## src/rtl/pmu_lockstep_cmp.sv

```systemverilog
// rtl/pmu_lockstep_cmp.sv - staggered-lockstep primary/shadow channel comparator with fault FSM
// Optional PMU_LOCKSTEP_MASK_EN adds a per-channel mask_i input.
module pmu_lockstep_cmp #(
  parameter int N_CH       = 8,
  parameter int DATA_WIDTH = 32,
  parameter int LAG        = 2,
  parameter int CNT_WIDTH  = 16
) (
  input  logic                       clk_i,
  input  logic                       rst_i,
  input  logic                       enable_i,
  input  logic                       main_valid_i,
  input  logic [N_CH*DATA_WIDTH-1:0] main_data_i,
  input  logic                       shadow_valid_i,
  input  logic [N_CH*DATA_WIDTH-1:0] shadow_data_i,
  input  logic                       clear_i,
  input  logic [CNT_WIDTH-1:0]       threshold_i,
`ifdef PMU_LOCKSTEP_MASK_EN
  input  logic [N_CH-1:0]            mask_i,
`endif
  output logic [N_CH-1:0]            mismatch_o,
  output logic                       desync_o,
  output logic [N_CH-1:0]            sticky_o,
  output logic [CNT_WIDTH-1:0]       err_cnt_o,
  output logic                       intr_o,
  output logic [1:0]                 state_o
);

  localparam int DW_ALL = N_CH * DATA_WIDTH;
  localparam logic [3:0] WARM_LAST = (LAG == 0) ? 4'd0 : 4'(LAG - 1);

  typedef enum logic [1:0] {
    ST_DISABLED = 2'd0,
    ST_WARMUP   = 2'd1,
    ST_CHECKING = 2'd2,
    ST_FAULT    = 2'd3
  } state_t;

  state_t                state;
  logic [3:0]            warm_cnt;
  logic                  dly_valid;
  logic [DW_ALL-1:0]     dly_data;
  logic [N_CH-1:0]       ch_diff;
  logic [N_CH-1:0]       ch_mask;
  logic [N_CH-1:0]       mm;
  logic                  compare_cycle;
  logic                  desync;
  logic                  err_cycle;
  logic                  fault_hit;
  logic [CNT_WIDTH-1:0]  cnt_next;

  // Primary delay line; valid bits are flushed while disabled so stale samples never pair up.
  generate
    if (LAG == 0) begin : g_nodly
      assign dly_valid = main_valid_i;
      assign dly_data  = main_data_i;
    end else begin : g_dly
      logic [LAG-1:0]    vpipe;
      logic [DW_ALL-1:0] dpipe [LAG];

      always_ff @(posedge clk_i) begin
        if (rst_i || state == ST_DISABLED) begin
          vpipe <= '0;
        end else begin
          vpipe[0] <= main_valid_i;
          for (int i = 1; i < LAG; i++) vpipe[i] <= vpipe[i-1];
        end
        dpipe[0] <= main_data_i;
        for (int i = 1; i < LAG; i++) dpipe[i] <= dpipe[i-1];
      end

      assign dly_valid = vpipe[LAG-1];
      assign dly_data  = dpipe[LAG-1];
    end
  endgenerate

`ifdef PMU_LOCKSTEP_MASK_EN
  assign ch_mask = mask_i;
`else
  assign ch_mask = '0;
`endif

  always_comb begin
    ch_diff = '0;
    for (int k = 0; k < N_CH; k++) begin
      ch_diff[k] = dly_data[k*DATA_WIDTH +: DATA_WIDTH] != shadow_data_i[k*DATA_WIDTH +: DATA_WIDTH];
    end
  end

  assign compare_cycle = (state == ST_CHECKING || state == ST_FAULT) && (dly_valid || shadow_valid_i);
  assign mm            = (compare_cycle && dly_valid && shadow_valid_i) ? (ch_diff & ~ch_mask) : '0;
  assign desync        = compare_cycle && (dly_valid ^ shadow_valid_i);
  assign err_cycle     = (|mm) || desync;

  // Clear takes priority over an error in the same cycle.
  always_comb begin
    cnt_next = err_cnt_o;
    if (clear_i) begin
      cnt_next = '0;
    end else if (err_cycle && err_cnt_o != '1) begin
      cnt_next = err_cnt_o + 1'b1;
    end
  end

  assign fault_hit = compare_cycle && (threshold_i != '0) && (cnt_next >= threshold_i);

  always_ff @(posedge clk_i) begin
    if (rst_i) begin
      state      <= ST_DISABLED;
      warm_cnt   <= '0;
      mismatch_o <= '0;
      desync_o   <= 1'b0;
      sticky_o   <= '0;
      err_cnt_o  <= '0;
      intr_o     <= 1'b0;
    end else begin
      mismatch_o <= mm;
      desync_o   <= desync;
      err_cnt_o  <= cnt_next;
      sticky_o   <= clear_i ? '0 : (sticky_o | mm);
      intr_o     <= 1'b0;
      if (!enable_i) begin
        state <= ST_DISABLED;
      end else begin
        case (state)
          ST_DISABLED: begin
            state    <= ST_WARMUP;
            warm_cnt <= '0;
          end
          ST_WARMUP: begin
            if (warm_cnt == WARM_LAST) state <= ST_CHECKING;
            else warm_cnt <= warm_cnt + 4'd1;
          end
          ST_CHECKING: begin
            if (fault_hit) begin
              state  <= ST_FAULT;
              intr_o <= 1'b1;
            end
          end
          ST_FAULT: begin
            if (clear_i) state <= ST_CHECKING;
          end
          default: state <= ST_DISABLED;
        endcase
      end
    end
  end

  assign state_o = state;

endmodule

```

## config.mk

```make
export PLATFORM = sky130hd
export DESIGN_NAME = pmu_lockstep_cmp
export DESIGN_NICKNAME = d
export VERILOG_FILES = /design/src/rtl/pmu_lockstep_cmp.sv
export SDC_FILE = /design/constraint.sdc
export NUM_CORES = 1
export LEC_CHECK = 0
export CELL_PAD_IN_SITES_DETAIL_PLACEMENT = 1
export CELL_PAD_IN_SITES_GLOBAL_PLACEMENT = 2
export CORE_MARGIN = 3
export CORE_UTILIZATION = 31
export CTS_BUF_LIST = sky130_fd_sc_hd__clkbuf_2
export DETAILED_ROUTE_END_ITERATION = 16
export GPL_TIMING_DRIVEN = 0
export HOLD_SLACK_MARGIN = 0.03
export MAX_ROUTING_LAYER = met4
export PLACE_DENSITY_LB_ADDON = 0.1
export SYNTH_ARGS = -nofsm -noshare
export SYNTH_HDL_FRONTEND = slang
export SYNTH_SLANG_ARGS = --single-unit
```

## constraint.sdc

```tcl
create_clock -name clk_i -period 7.4 [get_ports clk_i]
set_clock_uncertainty 0.15 [all_clocks]
set_input_delay 0.74 -clock clk_i [delete_from_list [all_inputs] [get_ports clk_i]]
set_output_delay 0.74 -clock clk_i [all_outputs]
set_load 0.005 [all_outputs]
```

**After elaboration in Yosys (flattened, before gate mapping)**

Memories as Yosys holds them, arrays and structs flattened.
Index checks and enable logic that the tools add are counted.

- Bits in latches: 0
- Register bits after elaboration: 42
- Bits in writable memories: 512
- Word-level logic and storage cells: 63
- Memories: 1
- Input bits: 534
- Output and inout bits: 36
- Bits in read-only memories: 0

- Equal/unequal tests: 17
- Multiply operators: 0
- Bitwise logic cells: 4
- Div/mod/pow operators: 0
- Shift operators: 0
- $lt $le $gt $ge: 1
- Mux-type cells: 10
- Reductions and logical operators: 20
- $add $sub $neg: 2

Memories:

| name | words | bits a word | rd ports | clocked after Yosys merged registers in | write ports | line | text |
|---|---|---|---|---|---|---|---|
| g_dly.dpipe | 2 | 256 | 2 | 0 | 2 | 59 | `logic [DW_ALL-1:0] dpipe [LAG];` |

Operators with widths:

| kind | number |
|---|---|
| $ne A32 B32 Y1 | 8 |
| $mux W16 | 2 |
| $add A16 B1 Y16 const B | 1 |
| $ge A16 B16 Y1 | 1 |
| $ne A16 B16 Y1 const B | 1 |
| $reduce_bool A16 Y1 | 1 |
| $mux W8 | 1 |
| $ne A2 B2 Y1 const B | 4 |
| $or A8 B8 Y8 | 1 |
| $pmux W2 S4 | 1 |
| $pmux W4 S2 | 1 |
| $reduce_or A8 Y1 | 1 |
| $logic_and A1 B1 Y1 | 7 |
| $mux W2 | 3 |
| $reduce_and A3 Y1 | 2 |
| $add A4 B1 Y4 const B | 1 |
| $eq A2 B2 Y1 const B | 2 |
| $eq A4 B1 Y1 const B | 1 |
| $logic_or A1 B1 Y1 | 4 |
| $mux W4 | 1 |
| $reduce_or A2 Y1 | 2 |
| $reduce_or A3 Y1 | 1 |
| $eq A2 B1 Y1 const B | 1 |
| $logic_not A2 Y1 | 1 |
| 4 further kinds | 5 |

**Logic depth before layout (Yosys ltp)**

Gate-level depths: netlist of run 1.

- Depth in word-level cells: 15
- Depth in mapped cells: 20
- Mapped depth without buffers: 19

**Worst setup path before layout of run 1**

OpenSTA, ideal clock, no wires.

- Kind: input to register
- Start: input port shadow_data_i[240]
- End: register state[0] (netlist: state_o[0])
- Path slack: 3.127 ns
- Path buffers: 1
- Required time: 7.117 ns
- Arrival: 3.990 ns
- Cell stages on the path: 19
- Setup time: 0.133 ns
- Path through: xor2_1 nor4_2 nand4_1 o21ai_1 or4b_4 o31ai_4 buf_6 xor2_1 or2_1 ha_1 nand2b_1 a21o_1 a21o_1 a21oi_1 o21ai_0 a31oi_1 o21ai_0 a31oi_1 a311oi_1

- Longest elaborated chain between the ends: 11

Ends and longest elaborated chain:

| what | line | text |
|---|---|---|
| start, declared | 15 | `input logic [N_CH*DATA_WIDTH-1:0] shadow_data_i,` |
| $ne A32 B32 Y1 | 86 | `ch_diff[k] = dly_data[k*DATA_WIDTH +: DATA_WIDTH] != shadow_data_i[k*DATA_WIDTH +: DATA_WIDTH];` |
| $mux W8 | 91 | `assign mm = (compare_cycle && dly_valid && shadow_valid_i) ? (ch_diff & ~ch_mask) : '0;` |
| $reduce_or A8 Y1 | 93 | `assign err_cycle = (\|mm) \|\| desync;` |
| $logic_or A1 B1 Y1 | 93 |  |
| $logic_and A1 B1 Y1 | 100 | `end else if (err_cycle && err_cnt_o != '1) begin` |
| $mux W16 | 100 |  |
| $mux W16 | 98 | `if (clear_i) begin` |
| $ge A16 B16 Y1 | 105 | `assign fault_hit = compare_cycle && (threshold_i != '0) && (cnt_next >= threshold_i);` |
| $logic_and A1 B1 Y1 | 105 |  |
| $ne A2 B2 Y1 (no source line) | n/a |  |
| $reduce_and A3 Y1 (no source line) | n/a |  |
| end signal, assigned | 109 | `state <= ST_DISABLED;` |
| end signal, assigned | 123 | `state <= ST_DISABLED;` |
| end signal, assigned | 127 | `state <= ST_WARMUP;` |
| end, declared | 39 | `state_t state;` |

Every way passes these cells.
A chain may end at the register's enable or synchronous reset.

**Final worst setup path of run 1**

- Start: register g_dly.vpipe[1]
- End: register state[0] (netlist: state_o[0])

- Longest elaborated chain between the ends: 14
- Elaborated cells between the ends (all ways): 17
- Those cells by class: order compare: 1; eq/ne: 1; mux: 3; bitwise: 1; reduce/logical: 11

Ends and longest elaborated chain:

| what | line | text |
|---|---|---|
| start, declared | 58 | `logic [LAG-1:0] vpipe;` |
| start signal, assigned | 63 | `vpipe <= '0;` |
| $logic_or A1 B1 Y1 | 90 | `assign compare_cycle = (state == ST_CHECKING \|\| state == ST_FAULT) && (dly_valid \|\| shadow_valid_i);` |
| $logic_and A1 B1 Y1 | 90 |  |
| $logic_and A1 B1 Y1 (2 in series) | 91 |  |
| $mux W8 | 91 |  |
| $reduce_or A8 Y1 | 93 |  |
| $logic_or A1 B1 Y1 | 93 |  |
| $logic_and A1 B1 Y1 | 100 |  |
| $mux W16 | 100 |  |
| $mux W16 | 98 |  |
| $ge A16 B16 Y1 | 105 |  |
| $logic_and A1 B1 Y1 * | 105 |  |
| $ne A2 B2 Y1 (no source line) * | n/a |  |
| $reduce_and A3 Y1 (no source line) * | n/a |  |

Every way passes the cells marked *; elsewhere a longest branch is shown, timed or not.

==> summary.md, run 1 <==
| Metric | Value |
|---|---|
| Die width | 228 um |
| Syn Std Cell Area | 15200 um2 |
| Crit start category | register |
| VDD IR-drop max | between 100 and 150 uV |
| Clk_lat worst skew | ~1.2 ns |
| Final TNS setup | 0 ns |
| Worst setup path startpoint | g_dly.vpipe[1] |
| CP Capture Type | register |
| # IOs | 570 |
| Worst path required time | 8.28 ns |
| Initial DRC Count | 253 |
| Initial antenna violation count | 23 |
| Starting density of the core | 0.316 |
| CTS buffer count | 144 |
| Initial DRT Pass Iterations | 4 |
| Drt total wl | between 50 and 60 mm |
| Final GP Congestion | 0.741 |
| Synth Warn # | 0 |
| Max-slew violations | 0 |
| Longest Clk Path Bufs | 3 |
| First-pass GRT wire length | 73.3 mm |
| Slew @ Worst Pin | 0.797 ns |
| Final HPWL DP | approximately 38 mm |
| WP data arrival | 5.87 ns |
| Post-CTS Resized | 0 |
| PortBufs | 568 |
| Final number of setup-violating endpoints | 0 |
| Syn nets | 1674 |
| Filler cell count | 5031 |
| Largest net degree at the start of global routing | 17 |
| Worst hold margin | 0.158 ns |
| Max-slew headroom at the worst pin | 0.468 |
| Hold Fails Final Rpt | 0 |
| Die area | just over 50000 um2 |
| Nets | roughly 2600 |
| FF+latch count, synth | 554 |
| DR vias/cell | 4.03 |
| Worst-case reg-to-reg path depth | 20 |
| Seq/Total Area, Yosys | 0.728 |
| Min Tclk post-route | 4.99 ns |
| CP endpoint | state_o[0] |
| Final period util | 0.674 |
| Yosys cell types | 37 |
| TritonCTS clock tree | yes |
| FMAX | 0.201 GHz |
| WL per Instance | 17.7 um |
| RSZ-0062 raised after global routing | no |
| Pwr dens | roughly 220 nW/um2 |
| Root Buffer | clkbuf_2 |
| Number of setup buffers added after CTS | 0 |
| Core Footprint | 48100 um2 |
| Vias post-DR | 11512 |
| Rows | 80 |
| Clock transition at path regs | ~0.12 ns |
| FF-to-FF Start | g_dly.vpipe[1] |
| Gr ovfl total | 0 |
| Status | completed |
| # DRC | 0 |
| Htree depth | 4 |
| Post-route ant nets | 0 |
| Leakage | 10.2 nW |
| Vias in the first global route | 13237 |
| Mean post-synth cell area | 13.6 um2 |
| Mapped Cells | about 1100 |
| Setup Crit Path Kind | reg -> reg |
| Hold WC Path Type | reg -> reg |
| Leading cell type in the layout, fill and taps excluded | clkdlybuf4s50_1 |
| Max Cap Viol | 0 |
| Reg2reg end | state_o[0] |
| Reg2reg setup slack | 2.41 ns |
| Layout cells sized above 1 | 0.100 |
| Clock sink count | 554 |
| Critical path peak fanout | 10 |
| Area Overhead vs Synth | 67.6% |
| GRT Util Overall | 0.201 |
| Most frequent cells in the layout | clkdlybuf4s50_1 (568), dfxtp_1 (554), dlygate4sd3_1 (259) |
| CTS Hold Bufs | 259 |
| Die H | 228 um |
per-stage QoR:
stage | cell area [um2] | total power, mW | std cells | utilization | worst slack [ns]
floorplan | 15200 | 3.37 | 1120 | - | 3.13
global placement | 21700 | 3.69 | 2344 | 0.452 | 1.26
detailed placement | 21700 | 3.71 | 2344 | 0.452 | 1.19
CTS | 25500 | 5.79 | 2830 | 0.529 | 2.13
global route | 25500 | 6.04 | 2853 | 0.530 | 1.88
finish | 25500 | 5.68 | 2858 | 0.530 | 2.41
final cells by class:
class                           instances  area, um2  area share
Multi-Input combinational cell        528       3990       0.156
Buffer                                  8       37.5     0.00147
Antenna cell                           28       70.1     0.00274
Tap cell                              656        821      0.0321
Inverter                               30        113     0.00441
Timing Repair Buffer                  827       8280       0.324
Sequential cell                       554      11100       0.434
Clock buffer                          200       1000      0.0392
Clock inverter                         27        133     0.00519
report_power, final:
group          internal (mW)  leakage [nW]  switching [mW]
clock network          0.748         0.897            1.18
registers               3.13          4.66          0.0491
logic                  0.429          4.62           0.152
registers in the layout, indices dropped and copies added (netlist names):
register / count
state_o: 2
sticky_o: 8
mismatch_o: 8
desync_o: 1
intr_o: 1
warm_cnt: 4
g_dly.dpipe: 512
g_dly.vpipe: 2
err_cnt_o: 16
worst min path at each step:
stage               cells past startpoint                 from  slack (ns)                  end
CTS                                     2                rst_i        0.04        mismatch_o[4]
finish                                  0  g_dly.dpipe[0][232]        0.16  g_dly.dpipe[0][488]
floorplan                               0    g_dly.dpipe[0][0]        0.16  g_dly.dpipe[0][256]
global route                            2                rst_i        0.09        mismatch_o[0]
detailed placement                      0  g_dly.dpipe[0][233]        0.16  g_dly.dpipe[0][489]
global placement                        0  g_dly.dpipe[0][199]        0.16  g_dly.dpipe[0][455]
cells by family (layout without fill, tap and decap cells):
group           after synthesis  after routing  share of synthesized area
flops                       554            554                      0.728
xor+xnor                    271            271                      0.156
simple gates                200            200                     0.0730
buf+inv                      38           1092                    0.00986
compound gates               33             33                     0.0143
fa+ha+maj                    20             20                     0.0164
mux                           4              4                    0.00263
other cells                   0             28                          0
layer usage:
metal	part of all wire	wire length, um	vias to the layer above	track usage
met4	0.026	1300	0	0.0895
met1	0.34	17400	5287	0.182
met5	0	0	-	-
li1	-	-	5717	-
met2	0.53	26900	424	0.359
met3	0.10	5050	84	0.0932
critical path, cell delays in order, from the launching register on:
cell and delay [ns]:
dfxtp_1 0.33, inv_1 0.05, ha_1 0.22, nor2_1 0.14, nand3_1 0.53, a21oi_1 0.80, or3_1 0.29, o31ai_4 0.10
buf_6 0.17, xor2_1 0.15, or2_1 0.22, ha_1 0.26, nand2b_1 0.14, a21o_1 0.18, a21o_1 0.18, a21oi_1 0.15
o21ai_0 0.09, a31oi_1 0.29, o21ai_0 0.18, a31oi_1 0.20, a311oi_1 0.05
cells in the mapped netlist, drive strengths merged:
master    n  area, um2
nor3b     3       22.5
dfxtp   554      11100
nor3      7       35.0
a21oi    13       65.1
a21o      8       60.1
a221o     1       10.0
nor2     59        221
or4b      1       13.8
mux2i     4       40.0
xnor2   203       1780
inv      30        113
ha       20        250
buf       1       11.3
o21ai     5       25.0
o31ai     1       21.3
a31oi     2       12.5
nor2b     6       37.5
xor2     68        596
nand2    11       41.3
and2      1       6.26
nand2b    2       12.5
nand4    59        375
or2       2       12.5
clkbuf    7       26.3
nor4     37        257
or3       2       17.5
and4      1       8.76
nand3     8       45.0
and3      1       6.26
a311oi    1       8.76
a211oi    2       15.0
Power figures use the tool's default switching activity.
==> inputs of run 2 (changes only) <==
CORE_UTILIZATION = 29   (was 31)
clock period = 4.85 ns   (was 7.4 ns; I/O delays follow)
==> summary.md, run 2 <==
| Metric | Value |
|---|---|
| Status | stopped before the end |
| Last stage reached | clock tree synthesis |
| Stop err | [ERROR RSZ-0060] Max buffer count reached. |
| PortBufs | 568 (unchanged) |
| FFs w/ async S/R, synth | 0 (unchanged) |
| Syn nets | 1674 (unchanged) |
| Count leader, synth | dfxtp_1 |
| Die width | 235 um (+3.3%) |
| Number of setup buffers added after CTS | 0 (unchanged) |
| Post-CTS Resized | 12 (+12) |
| Die H | 235 um (+3.3%) |
| Synth cell count leaders | dfxtp_1 (554), xnor2_1 (203), xor2_1 (68) |
| Area fraction of the dominant cell type after synthesis | 0.728 (unchanged) |
| Longest Clk Path Bufs | 3 (unchanged) |
| Top cells by area, synth | dfxtp_1 (73%), xnor2_1 (12%), xor2_1 (3.9%) |
| Largest family of logic cells by synthesized area | XOR/XNOR gates |
| Multiplexer share of the synthesized area | 0.00263 (unchanged) |
| Most used DFF post-synth | dfxtp_1 |
| XOR/XNOR Fraction of Synth Area | 0.156 (unchanged) |
| Seq/Total Area, Yosys | 0.728 (unchanged) |
| Final HPWL DP | 37.7 mm (-0.42%) |
| Rows | 83 (+3.8%) |
| Synth Area in Simple Gates | 0.0730 (unchanged) |
| Htree depth | 4 (unchanged) |
| Final GP Congestion | 0.808 (+9.0%) |
| FF+latch count, synth | 554 (unchanged) |
| Starting density of the core | 0.295 (-0.0213) |
| Yosys cell types | 37 (unchanged) |
| Clock sink count | 554 (unchanged) |
| Syn Std Cell Area | 15200 um2 (unchanged) |
| Post-synth EDFFs | 0 (unchanged) |
| Synth Area in Compound Gates | 0.0143 (unchanged) |
| Root Buffer | clkbuf_2 |
| Mapped Cells | 1120 (unchanged) |
| Post-synth top area cell | dfxtp_1 |
| Post-Synth Adder-Cell Area | 0.0164 (unchanged) |
| CTS buffer count | 146 (+1.4%) |
| Worst slack at placement | -1.06 ns (-2.25 ns) |
| # IOs | 570 (unchanged) |
| Synth Warn # | 0 (unchanged) |
| Mean post-synth cell area | 13.6 um2 (unchanged) |
| CTS Hold Bufs | 524 (+100%) |
## run 2: logic make-up after synthesis
logic type                 count (synthesis)
DFF                                      554
xor gates and xnor gates                 271
and+or+nand+nor                          200
buffers and inverters                     38
AOI/OAI and AO/OA                         33
adders and majority gates                 20
muxes                                      4
## run 2: stage by stage
stage	utilization	cell area, um2	setup TNS (ns)	std cells	hold slack (ns)
3_5_place_dp	0.422	21800	-2.05	2368	0.163
2_1_floorplan	-	15200	0	1120	0.160
3_3_place_gp	0.422	21800	-1.93	2368	0.160
==> inputs of run 3 (changes only) <==
CELL_PAD_IN_SITES_DETAIL_PLACEMENT = default   (was 1)
CELL_PAD_IN_SITES_GLOBAL_PLACEMENT = default   (was 2)
CORE_AREA = 3 3 218 220   (was default)
CORE_MARGIN = default   (was 3)
CORE_UTILIZATION = default   (was 29)
CTS_BUF_LIST = default   (was sky130_fd_sc_hd__clkbuf_2)
DIE_AREA = 0 0 221 223   (was default)
HOLD_SLACK_MARGIN = default   (was 0.03)
MAX_ROUTING_LAYER = default   (was met4)
PLACE_DENSITY_LB_ADDON = 0.15   (was 0.1)
==> summary.md, run 3 (synthesis gave the netlist of run 1 again) <==
| Metric | Value |
|---|---|
| Area Overhead vs Synth | 55.5% |
| WP data arrival | between 4 and 5 ns |
| Slew @ Worst Pin | 0.536 ns |
| Hold Fails Final Rpt | 0 |
| Worst path required time | a little over 5 ns |
| Clock power share | 0.435 |
| CTS buffer count | 56 (-62%) |
| Initial DRT Pass Iterations | 4 |
| Die H | 223 um (-5.2%) |
| Layout cells sized above 1 | 0.0680 |
| Final HPWL DP | 34.5 mm (-8.7%) |
| Routed wl met3 | about 4.2 mm |
| Htree depth | 2 (-2) |
| Max-slew headroom at the worst pin | 0.640 |
| Post-route ant nets | 0 |
| Critical path peak fanout | 10 |
| # IOs | 570 (unchanged) |
| Rows | 78 (-6.0%) |
| First-pass GRT wire length | 61.7 mm |
| Die area | 49300 um2 |
| CTS Hold Bufs | 0 (-100%) |
| Final number of setup-violating endpoints | 0 |
| Setup Crit Path Kind | in -> reg |
| Longest Clk Path Bufs | 3 (unchanged) |
| Status | completed |
| Gr ovfl total | 0 |
| Starting density of the core | 0.335 (+0.0398) |
| Leakage | roughly 9.1 nW |
| Min Tclk post-route | 4.49 ns |
| Final period util | 0.926 |
| Routed wl met2 | 21.9 mm |
| DR vias/cell | just over 4 |
| Crit start category | input pin |
| Clock sink count | 554 (unchanged) |
| TritonCTS clock tree | yes |
| Root Buffer | clkbuf_16 |
| CP Capture Type | register |
| Post-Layout Cell Count | approximately 2400 |
| Initial DRC Count | about 240 |
| Wl on met1 | 15.0 mm |
| RSZ-0062 raised after global routing | no |
| Max Cap Viol | 0 |
| Die width | 221 um (-6.0%) |
| GRT Util Overall | 0.168 |
| Biggest register | g_dly.dpipe |
| Switching part of the total | 0.202 |
| Final GP Congestion | 0.824 (+2.0%) |
| Dpl cells | 2288 (-3.4%) |
| WL per Instance | 17.6 um |
| PortBufs | 568 (unchanged) |
| Sequential Power Share | 0.494 |
| Max-slew violations | 0 |
| Combinational share of power | 0.072 |
| Leading cell type in the layout, fill and taps excluded | clkdlybuf4s50_1 |
| Final TNS setup | 0 ns |
| Top sig layer | met5 |
| Clk_lat worst skew | 0.59 ns |
| Drt total wl | 42.2 mm |
| Nets | 2302 |
| Most frequent cells in the layout | clkdlybuf4s50_1 (568), dfxtp_1 (554), xnor2_1 (201) |
| Core Footprint | 45500 um2 |
| Largest register FFs | 512 |
| Pwr dens | 415 nW/um2 |
| Largest net degree at the start of global routing | 16 |
| Psw | 1.99 mW |
| Vias post-DR | 9719 |
| VDD IR-drop max | 402 uV |
| Hold WC Path Type | reg -> reg |
| Vias in the first global route | between 10000 and 15000 |
| Biggest regs | g_dly.dpipe x512, err_cnt_o x16 |
| Clock transition at path regs | 0.06 ns |
| Initial antenna violation count | 9 |
| FMAX | 0.223 GHz |
| # DRC | 0 |
| Design internal power | 7.84 mW |
run 3: area by class of cell:
type / count / area [um2]
diodes: 5 / 12.5
plain buffers: 8 / 37.5
clock buffers: 75 / 1560
clock inverters: 28 / 305
fillers: 3978 / 21800
inverters: 30 / 113
multi-input cells: 528 / 4120
flip-flops and latches: 554 / 11100
well taps: 600 / 751
repair buffers: 570 / 5700
run 3: per-stage QoR:
stage	area (um2)	setup WS (ns)	hold WS [ns]	power [mW]	util
2_1_floorplan	15200	0.832	0.160	5.15	-
3_3_place_gp	21700	-0.764	0.160	5.64	0.477
3_5_place_dp	21700	-0.763	0.162	5.66	0.477
4_1_cts	23600	0.0152	0.126	9.98	0.518
5_1_grt	23700	0.0439	0.128	10.2	0.521
6_report	23700	0.359	0.161	9.83	0.521
run 3: per-layer routing:
| metal | vias up | global-route usage |
|---|---|---|
| met5 | - | 0 |
| li1 | 4934 | - |
| met3 | 75 | 0.0782 |
| met2 | 352 | 0.309 |
| met1 | 4352 | 0.170 |
| met4 | 6 | 0.0478 |
run 3: critical path, cell delays in order:
cell             delay (ns)
clkdlybuf4s50_1        0.44
xnor2_2                0.24
nand4_1                0.15
nor4_2                 0.37
a21oi_1                0.20
or4b_4                 0.58
o31ai_4                0.22
buf_6                  0.18
nor3_1                 0.06
xnor2_1                0.26
nor2_1                 0.08
ha_1                   0.30
a21o_1                 0.19
a21o_1                 0.17
a21oi_1                0.14
o21ai_0                0.11
a31oi_1                0.21
o21ai_1                0.14
a31oi_1                0.21
a311oi_1               0.06
run 3: worst paths after layout:
check / from / endpoint / slack [ns] / cells after the start
setup / recovery: shadow_data_i[73] / state_o[0] / 0.36 / 20
hold / removal: g_dly.dpipe[0][162] / g_dly.dpipe[0][418] / 0.16 / 0
setup reg to reg: g_dly.dpipe[0][502] / state_o[0] / 0.42 / 19
hold reg to reg: g_dly.dpipe[0][162] / g_dly.dpipe[0][418] / 0.16 / 0
run 3: power by group through the flow:
stage               Clock [mW]  Sequential, mW  Combinational (mW)
detailed placement           0            4.96               0.703
global route              4.61            4.87               0.761
CTS                       4.41            4.86               0.709
floorplan                    0            4.94               0.209
finish                    4.27            4.85               0.704
global placement             0            4.95               0.694
run 3: timing repair:
| action | CTS | global route |
|---|---|---|
| cloned | 0 | 0 |
| pin swaps | 0 | 6 |
| buffers inserted | 0 | 2 |
| setup endpoints to repair | 2 | 2 |
| resized for setup | 7 | 16 |
==> inputs of run 4 (changes only) <==
CTS_BUF_LIST = sky130_fd_sc_hd__clkbuf_8   (was default)
GPL_TIMING_DRIVEN = default   (was 0)
==> summary.md, run 4 (synthesis gave the netlist of run 1 again) <==
| Metric | Value |
|---|---|
| Max-slew violations | 0 (unchanged) |
| Clk_lat worst skew | 0.65 ns (+0.06 ns) |
| Initial antenna violation count | 8 (-1) |
| Fin util | 0.522 (+0.00140) |
| Setup Crit Path Kind | reg -> reg |
| Vias in the first global route | 10927 (+4.7%) |
| Area Overhead vs Synth | 56.0% |
| Die area | 49300 um2 (unchanged) |
| Combinational share of power | 0.074 (+0.002) |
| Switching part of the total | 0.211 (+0.00856) |
| Post-Layout Cell Count | 2482 (+3.5%) |
| Post-CTS Resized | 0 (-7) |
| WP data arrival | 4.88 ns (+0.08 ns) |
| Final TNS setup | 0 ns (unchanged) |
| Leading cell type in the layout, fill and taps excluded | clkdlybuf4s50_1 |
| Critical path peak fanout | 9 (-1) |
| Post-route ant nets | 0 (unchanged) |
| Hold Startpoint | main_data_i[151] |
| Leakage | 9.42 nW (+3.0%) |
| Final number of setup-violating endpoints | 0 (unchanged) |
| Status | completed |
| WL per Instance | 17.2 um (-1.9%) |
| Longest Clk Path Bufs | 3 (unchanged) |
| Hold WC Path Type | in -> reg |
| Worst setup path startpoint | g_dly.dpipe[0][507] |
| Final GP Congestion | 0.826 (+0.25%) |
| Worst slack at placement | -0.439 ns (+0.325 ns) |
| Psw | 2.00 mW (+0.78%) |
| DR vias/cell | 4.05 (about the same) |
| Pwr dens | 400 nW/um2 (-3.6%) |
| Layout cells sized above 1 | 0.0937 (+0.0257) |
| Worst path required time | 5.21 ns (+0.05 ns) |
| PortBufs | 569 (+0.18%) |
| Max-slew headroom at the worst pin | 0.431 (-0.208) |
| Initial DRC Count | 210 (-14%) |
| Clock power share | 0.415 (-0.020) |
| # IOs | 570 (unchanged) |
| Die H | 223 um (unchanged) |
| CTS Hold Bufs | 0 (unchanged) |
| Max Cap Viol | 0 (unchanged) |
| VDD IR-drop max | 251 uV (-37%) |
| Min Tclk post-route | 4.52 ns (+0.0322 ns) |
| Largest net degree at the start of global routing | 25 (+9) |
| Htree depth | 3 (+1) |
| Clock transition at path regs | 0.06 ns (about the same) |
| Starting density of the core | 0.335 (unchanged) |
| Gr ovfl total | 0 (unchanged) |
| Dpl cells | 2313 (+1.1%) |
| Biggest regs | g_dly.dpipe x512, err_cnt_o x16 |
| Number of setup buffers added after CTS | 0 (unchanged) |
| Most frequent cells in the layout | clkdlybuf4s50_1 (569), dfxtp_1 (554), xnor2_1 (203) |
| RSZ-0062 raised after global routing | no |
| CTS buffer count | 90 (+61%) |
| Nets | 2359 (+2.5%) |
| Sequential Power Share | 0.511 (+0.017) |
| CP max stage delay | 0.47 ns (-0.11 ns) |
| Clock sink count | 554 (unchanged) |
| Worst hold margin | 0.121 ns (-0.0397 ns) |
| Final period util | 0.933 (+0.00665) |
| # DRC | 0 (unchanged) |
| Initial DRT Pass Iterations | 4 (unchanged) |
| First-pass GRT wire length | 63.1 mm (+2.2%) |
| Slew @ Worst Pin | 0.850 ns (+0.314 ns) |
| FF-to-FF Start | g_dly.dpipe[0][507] |
| Vias post-DR | 10051 (+3.4%) |
| Design Area, Final | 23800 um2 (+0.27%) |
| Hold Fails Final Rpt | 0 (unchanged) |
| Placed Area | 21900 um2 (+1.0%) |
| TritonCTS clock tree | yes |
| Root Buffer | clkbuf_8 |
| Setup WS post-layout | 0.326 ns (-0.0322 ns) |
| Final HPWL DP | 34.7 mm (+0.84%) |
| Largest register FFs | 512 (unchanged) |
| Crit start category | register |
| Design internal power | 7.50 mW (-4.4%) |
| Slowest cell on the critical path | or4b_4 |
| CP Capture Type | register |
| Rows | 78 (unchanged) |
| Die width | 221 um (unchanged) |
| Core Footprint | 45500 um2 (unchanged) |
| GRT Util Overall | 0.172 (+0.00425) |
| Crit-path cells | xor2_1, nor4_1, buf_4, nand4_1, o21ai_1, buf_4, or4b_4, o31ai_4, buf_4, mux2i_1, nor2_1, ha_1, a21o_1, a21o_1, a21oi_1, o21ai_0, a31oi_1, o21ai_0, a31oi_1, a311oi_1 |
| Biggest register | g_dly.dpipe |
| FMAX | 0.221 GHz (-0.71%) |
| Total power draw | 9.50 mW (-3.3%) |
| CP dominant cell by count | buf_4 |
| Drt total wl | 42.8 mm (+1.5%) |
## run 4: changes by cell type in the layout (fill, tap and decap cells not counted), moves of 3 or more
cell,before,now
clkbuf_8,7,112
clkbuf_16,57,0
a21oi_1,9,13
a21oi_2,4,0
nor4_2,11,4
inv_6,5,2
buf_4,2,31
clkinvlp_4,7,4
nor4_1,24,32
bufinv_16,5,2
inv_1,30,62
clkbuf_1,18,0
## run 4: power groups by stage
stage	sequential (mW)	clock (mW)	combinational (mW)
6_report	4.86	3.94	0.701
3_5_place_dp	4.96	0	0.706
5_1_grt	4.87	4.31	0.757
2_1_floorplan	4.94	0	0.209
4_1_cts	4.86	4.10	0.711
3_3_place_gp	4.95	0	0.698
## run 4: area by class of cell
class,instances,area [um2]
fill,3986,21700
sequential,554,11100
timing repair buffer,601,5950
multi-input combinational,528,4010
clock buffer,112,1540
tap,600,751
clock inverter,53,297
inverter,30,113
antenna,4,10.0
## run 4: worst paths after layout
| path | end | slack, ns | cells past startpoint |
|---|---|---|---|
| hold reg to reg | g_dly.dpipe[0][299] | 0.16 | 0 |
| setup reg to reg | state_o[0] | 0.33 | 20 |
| setup / recovery | state_o[0] | 0.33 | 20 |
| hold / removal | g_dly.dpipe[0][151] | 0.12 | 1 |
## run 4: worst max-delay path: cells and delay by family (launching register included)
| kind | cells | cell delay, ns |
|---|---|---|
| AO/OA/AOI/OAI | 10 | 1.75 |
| flip-flops | 1 | 0.31 |
| multiplexers | 1 | 0.24 |
| XOR/XNOR | 1 | 0.14 |
| AND/OR/NAND/NOR | 4 | 0.97 |
| adder cells (fa/ha/maj) | 1 | 0.30 |
| buffers and inverters | 3 | 0.56 |
## run 4: routing by layer
metal	routed length [um]	share of wire	GRT usage
met1	15600	0.36	0.170
met4	1140	0.027	0.0646
met2	22000	0.51	0.311
met5	55	0.0013	0
met3	4010	0.094	0.0837
